## config.mk

```make
export PLATFORM = sky130hd
export DESIGN_NAME = bin_to_bcd_six
export DESIGN_NICKNAME = d
export VERILOG_FILES = /design/src/rtl/bin_to_bcd_six_pkg.sv /design/src/rtl/bcd_digit_adjust.sv /design/src/rtl/bin_to_bcd_six.sv
export SDC_FILE = /design/constraint.sdc
export NUM_CORES = 1
export LEC_CHECK = 0
export ABC_AREA = 1
export CELL_PAD_IN_SITES_DETAIL_PLACEMENT = 1
export CELL_PAD_IN_SITES_GLOBAL_PLACEMENT = 1
export CORE_MARGIN = 2
export CORE_UTILIZATION = 38
export DETAILED_ROUTE_END_ITERATION = 16
export PLACE_DENSITY_LB_ADDON = 0.1
export SLEW_MARGIN = 15
export SYNTH_ARGS = -nofsm -noshare
export SYNTH_HDL_FRONTEND = slang
export SYNTH_HIERARCHICAL = 1
export SYNTH_SLANG_ARGS = --single-unit
```

## constraint.sdc

```tcl
create_clock -name Clock -period 1.3 [get_ports Clock]
set_input_delay 0.26 -clock Clock [delete_from_list [all_inputs] [get_ports Clock]]
set_output_delay 0.26 -clock Clock [all_outputs]
set_load 0.1 [all_outputs]
```

## src/rtl/bin_to_bcd_six_pkg.sv

```systemverilog
// Shared constants for the six-digit binary-to-BCD converter.
// The display side and the converter both rely on these widths and limits.
package bin_to_bcd_six_pkg;

  // Number of decimal digits presented to the display controller
  localparam int BCD_DIGITS = 6;

  // Packed width of the BCD result, four bits per digit
  localparam int BCD_WIDTH = 4 * BCD_DIGITS;

  // Largest value that still fits in six decimal digits
  localparam logic [19:0] BCD_MAX = 20'd999999;

  // Pattern shown on the display when the input is out of range
  localparam logic [23:0] BCD_SATURATE = 24'h999999;

endpackage

```

## src/rtl/bcd_digit_adjust.sv

```systemverilog
// Double-dabble correction for one BCD digit.
// A digit of 5 or more would carry past 9 after the next doubling, so it is
// pre-biased by 3 here. The arithmetic stays 4 bits wide; the largest legal
// input (9) becomes 12, which still fits.
module bcd_digit_adjust (
  input  logic [3:0] digit_i,
  output logic [3:0] digit_o
);

  // Add 3 to digits that would overflow a decimal position when doubled
  always_comb begin
    digit_o = digit_i;
    if (digit_i >= 4'd5) begin
      digit_o = digit_i + 4'd3;
    end
  end

endmodule

```

## src/rtl/bin_to_bcd_six.sv

```systemverilog
// Sequential binary-to-BCD converter for the six-digit display.
// One input bit is consumed per clock using shift-and-add-3 (double-dabble).
// Timing, with t0 being the rising edge that samples Start in IDLE:
//   - edges t0+1 .. t0+20 each perform one shift,
//   - the shift at t0+20 also loads Bcd/Overflow and moves the FSM to DONE,
//   - Done is therefore the value seen at edge t0+21 (21 edges after t0),
//   - the FSM is back in IDLE for edge t0+22, so a held Start repeats every
//     22 clocks.
// Bcd/Overflow are only written at the end of a conversion, so the display
// keeps showing the previous result while a new one is being computed.
// Reset is asynchronous and active low; release synchronisation lives at
// the top level of the system.
module bin_to_bcd_six
  import bin_to_bcd_six_pkg::*;
#(
  parameter int BIN_WIDTH = 20
) (
  input  logic                 Clock,
  input  logic                 Reset,
  input  logic                 Start,
  input  logic [BIN_WIDTH-1:0] Binary,
  output logic                 Busy,
  output logic                 Done,
  output logic [BCD_WIDTH-1:0] Bcd,
  output logic                 Overflow
);

  typedef enum logic [1:0] {
    IDLE,
    SHIFT,
    DONE
  } state_e;

  // The counter starts at BIN_WIDTH-1 and the last shift happens when it reads 0
  localparam logic [4:0] COUNT_LOAD = 5'(BIN_WIDTH - 1);

  state_e                 state_q,      state_d;
  logic [BIN_WIDTH-1:0]   shiftReg_q,   shiftReg_d;
  logic [BCD_WIDTH-1:0]   accum_q,      accum_d;
  logic [4:0]             count_q,      count_d;
  logic                   ovfPending_q, ovfPending_d;
  logic [BCD_WIDTH-1:0]   bcd_q,        bcd_d;
  logic                   overflow_q,   overflow_d;

  logic [BCD_WIDTH-1:0]           adjusted;
  logic [BCD_WIDTH+BIN_WIDTH-1:0] shifted;

  // One add-3 corrector per digit of the accumulator
  for (genvar g = 0; g < BCD_DIGITS; g++) begin : gen_adjust
    bcd_digit_adjust u_adjust (
      .digit_i(accum_q[4*g +: 4]),
      .digit_o(adjusted[4*g +: 4])
    );
  end

  // Corrected accumulator and remaining binary bits move left together
  assign shifted = {adjusted, shiftReg_q} << 1;

  // Register all state; reset clears everything, including the visible result
  always_ff @(posedge Clock or negedge Reset) begin
    if (!Reset) begin
      state_q      <= IDLE;
      shiftReg_q   <= '0;
      accum_q      <= '0;
      count_q      <= '0;
      ovfPending_q <= 1'b0;
      bcd_q        <= '0;
      overflow_q   <= 1'b0;
    end else begin
      state_q      <= state_d;
      shiftReg_q   <= shiftReg_d;
      accum_q      <= accum_d;
      count_q      <= count_d;
      ovfPending_q <= ovfPending_d;
      bcd_q        <= bcd_d;
      overflow_q   <= overflow_d;
    end
  end

  // Next-state and datapath control; Start is only looked at in IDLE
  always_comb begin
    state_d      = state_q;
    shiftReg_d   = shiftReg_q;
    accum_d      = accum_q;
    count_d      = count_q;
    ovfPending_d = ovfPending_q;
    bcd_d        = bcd_q;
    overflow_d   = overflow_q;

    case (state_q)
      IDLE: begin
        if (Start) begin
          shiftReg_d   = Binary;
          accum_d      = '0;
          count_d      = COUNT_LOAD;
          ovfPending_d = (Binary > BCD_MAX);
          state_d      = SHIFT;
        end
      end

      SHIFT: begin
        shiftReg_d = shifted[BIN_WIDTH-1:0];
        accum_d    = shifted[BCD_WIDTH+BIN_WIDTH-1:BIN_WIDTH];
        if (count_q == 5'd0) begin
          bcd_d      = ovfPending_q ? BCD_SATURATE
                                    : shifted[BCD_WIDTH+BIN_WIDTH-1:BIN_WIDTH];
          overflow_d = ovfPending_q;
          state_d    = DONE;
        end else begin
          count_d = count_q - 5'd1;
        end
      end

      DONE: begin
        state_d = IDLE;
      end

      default: begin
        state_d = IDLE;
      end
    endcase
  end

  assign Busy     = (state_q != IDLE);
  assign Done     = (state_q == DONE);
  assign Bcd      = bcd_q;
  assign Overflow = overflow_q;

endmodule

```

# Yosys cells after proc, flatten, opt, wreduce, memory -nomap -nowiden
# Index checks and enable logic that the tools add are counted.
dict set report totals {
  inputBits 23
  regBits 77
}
dict set report op_classes {
  mux 17
  addsub 7
  eq_ne 5
  n_reduce_logical 9
  order_cmp 7
}
# operator n
set op_table {}
lappend op_table {{$mux W24} 2}
lappend op_table {{$pmux W24 S2} 1}
lappend op_table {{$pmux W20 S2} 1}
lappend op_table {{$ge A4 B3 Y1 const B} 6}
lappend op_table {{$add A4 B2 Y4 const B} 5}
lappend op_table {{$gt A20 B20 Y1 const B} 1}
lappend op_table {{$mux W20} 1}
lappend op_table {{$mux W4} 5}
lappend op_table {{$mux W5} 2}
lappend op_table {{$pmux W5 S2} 1}
lappend op_table {{$reduce_and A2 Y1} 4}
lappend op_table {{$ne A2 B2 Y1 const B} 3}
lappend op_table {{$logic_not A5 Y1} 1}
lappend op_table {{$sub A5 B1 Y5 const B} 1}
lappend op_table {{$mux W2} 2}
lappend op_table {{$pmux W2 S2} 1}
lappend op_table {{$reduce_bool A2 Y1} 2}
lappend op_table {{$add A3 B2 Y3 const B} 1}
lappend op_table {{$mux W3} 1}
lappend op_table {{$reduce_and A3 Y1} 1}
lappend op_table {{$eq A2 B1 Y1 const B} 1}
lappend op_table {{$eq A2 B2 Y1 const B} 1}
lappend op_table {{$logic_not A2 Y1} 1}

# Longest topological paths before layout
dict set report depth {
  ltp_word 3
  mapped_depth 10
}

# By module
# The synthesis kept the hierarchy.
# mod area_each_um2 instances cells_per_inst
set modules_own_cells {}
lappend modules_own_cells {bin_to_bcd_six 3255.6 1 339}
lappend modules_own_cells {bcd_digit_adjust 135.1 6 23}

# Least setup slack after synthesis
# Ideal clock, no wire load.
dict set report synth_timing {
  path_kind {register to output}
  from {register state_q[1]}
  to {output port Done}
  path_stages_with_launch 3
  n_path_buf 0
  setup_slack_ns -0.672
  t_arrival_ns 1.712
  path_cell_list {dfrtp_1 inv_2 nor2_1}
}
dict set report synth_via {
  elab_chain_cells 1
}
# element line_no
set synth_rtl {}
lappend synth_rtl {{from (decl)} bin_to_bcd_six.sv:37} ;# state_e state_q, state_d;
lappend synth_rtl {{from (signal assigned)} bin_to_bcd_six.sv:70} ;# state_q <= state_d;
lappend synth_rtl {{$eq A2 B2 Y1} bin_to_bcd_six.sv:125} ;# assign Done = (state_q == DONE);
lappend synth_rtl {{to (decl)} bin_to_bcd_six.sv:23} ;# output logic Done,
# No other way between the ends.

# Worst setup path in the final report
dict set report layout_timing {
  from {register state_q[1]}
  to {output port Busy}
}
dict set report layout_via {
  elab_chain_cells 1
}
# element line_no
set layout_rtl {}
lappend layout_rtl {{$reduce_bool A2 Y1} bin_to_bcd_six.sv:124} ;# assign Busy = (state_q != IDLE);
lappend layout_rtl {{to (decl)} bin_to_bcd_six.sv:22} ;# output logic Busy,
# No other way between the ends.

==> results.py <==
metrics = {
    "setup_path": {
        "worstPathCellList": "buf_4, inv_4, nand2_2, buf_12",
        "end_kind": "primary output",
        "crit_type": "reg -> out",
        "startpoint_type": "flip-flop",
        "crit_arrival_ps": 1280,
        "crit_fanout": 3,
        "required_ps": 1040,
        "slowest_delay_ps": 420,
        "slowest_stage": "dfrtp_1",
    },
    "sta": {
        "tightest_slew_ps": 525,
        "hold_viol": 0,
        "slew_headroom_pct": 65.0,
        "finClkSkew_ps": 12.9,
        "layout_setup_ws_ps": -238,
        "drv_slew": 0,
        "finalSetupViolCount": 77,
        "max_freq_mhz": 650,
        "rsz0062_at_grt": "true",
        "fin_crit_sh_pct": 118,
        "min_period_ps": 1540,
    },
    "placed_design": {
        "placed_area_um2": 5260,
        "pre_cts_ws_ps": -166,
        "place_congestion": 0.876,
        "hpwl_um": 7360,
        "dp_cells": 682,
        "port-buffer-count": 49,
    },
    "logic_synthesis": {
        "syn_nets": 508,
        "synthCells": 472,
        "ys.warnings.count": 6,
        "syn_area_um2": 4040,
        "avgSynthCellArea_um2": 8.56,
    },
    "power_and_ir_drop": {
        "powerDensity_nw_per_um2": 2710,
        "leakagePower_nw": 3.03,
        "ir_worst_vdd_mv": 1.27,
    },
    "global_route": {
        "overflow": 0,
        "grt_max_degree": 40,
        "grt_pass1_vias": 4061,
        "antenna_found_initial": 0,
        "grt_usage_pct": 22.3,
        "grt_pass1_wl_um": 20000,
    },
    "layout": {
        "final_nets": 638,
        "stdcell_count": 742,
        "syn2layout_area_growth_pct": 61.1,
        "ff_latch_area_um2": 1930,
        "nFillCells": 1113,
        "drive_gt1_share_pct": 47.2,
        "antennaDiodeCount": 0,
        "final_cell_mix": "nand2_1 (79), dfrtp_1 (72), buf_4 (58)",
        "stdcell_area_um2": 6510,
        "mostFrequentLayoutCell": "nand2_1",
        "multi_input_area_um2": 2320,
    },
    "run_status": {
        "outcome": "finished with violations",
        "failed_checks": "negative setup slack",
    },
    "clock_network": {
        "cts_made_buffers": 9,
        "cts_root_buffer": "clkbuf_8",
        "clock_latency_ps": 380,
        "clkTransAtPathRegs_ps": 80,
        "h-tree-depth": 3,
        "cts_buffer_depth": 2,
        "cts_tree": "built",
        "cts_sinks": 77,
    },
    "routing": {
        "drcViolationCount": 0,
        "initialDrtViolationCount": 155,
        "wire_per_inst_um": 19.6,
        "avgViaCountPerCell": 5.22,
        "vias": 3875,
        "dr.pass1.iters": 4,
        "routed_wl_um": 14600,
        "ant_nets": 0,
    },
    "die": {
        "die_y_um": 107,
        "rows": 37,
        "core-area_um2": 10300,
        "die_w_um": 107,
        "ios": 50,
        "die-area_um2": 11500,
        "start_util_pct": 39.1,
    },
    "hold_path": {
        "hold_path_class": "in -> async",
    },
    "flow_run": {
        "cap_violations": 0,
    },
}
## report_power, final
| part | leakage, nW | switching [mW] | internal, mW |
|---|---|---|---|
| logic | 1.96 | 6.64 | 4.96 |
| registers | 0.981 | 0.888 | 3.33 |
| clock network | 0.0926 | 0.967 | 0.841 |
## sequential cells by signal (all words and copies together) (netlist names)
register      count
Bcd              24
accum_q          24
shiftReg_q       20
count_q           5
state_q           2
Overflow          1
ovfPending_q      1
## routing by layer
metal	vias up	part of all wire [%]	global-route usage, %
li1	1780	-	-
met1	1980	39	26.6
met2	87	55	40.3
met3	28	3.1	2.92
met4	0	3.0	8.63
met5	-	0	0
## path summary, 6_finish.rpt
check                                     end  slack [ps]     startpoint  cells past startpoint
worst max register to register        Bcd[18]        -230     count_q[0]                      9
worst min register to register  shiftReg_q[3]         520  shiftReg_q[3]                      1
min in group Clock              shiftReg_q[0]         450      Binary[0]                      3
worst max-delay path                     Busy        -240     state_q[1]                      4
max in group asynchronous         accum_q[12]         430          Reset                      3
worst min-delay path                  Bcd[20]         340          Reset                      2
## cell type report
cell class                 instances  share of cell area (%)
multi-input combinational        321                    35.6
sequential                        77                    29.7
timing repair buffer             137                    25.9
inverter                          56                    3.44
clock buffer                      14                    2.65
tap                              136                    2.61
clock inverter                     1                  0.0769
## timing repair
action,CTS,global route
setup buffers,22,17
hold endpoints to repair,22,0
pin swaps,70,51
hold buffers,1,0
resized for setup,95,99
endpoints found under the setup margin,57,78
cloned,2,7
## stage by stage
step                      hold slack (ps)  utilization, %  total power, mW  TNS (ps)
final                                 339            63.1             17.6    -10030
after global routing                  367            63.1             18.5    -14010
after CTS                             374            57.3             15.6     -3470
after detailed placement              205            50.9             12.6     -8320
after global placement                211            50.9             12.3     -6810
after floorplan                     -35.6               -             9.64      -993
## critical path: cells and delay by family (launching register included)
| kind | cells | cell delay (ps) |
|---|---|---|
| flops | 1 | 420 |
| buf+inv | 3 | 410 |
| simple gates | 1 | 80 |
No activity file was read; power rests on OpenSTA's default activity.
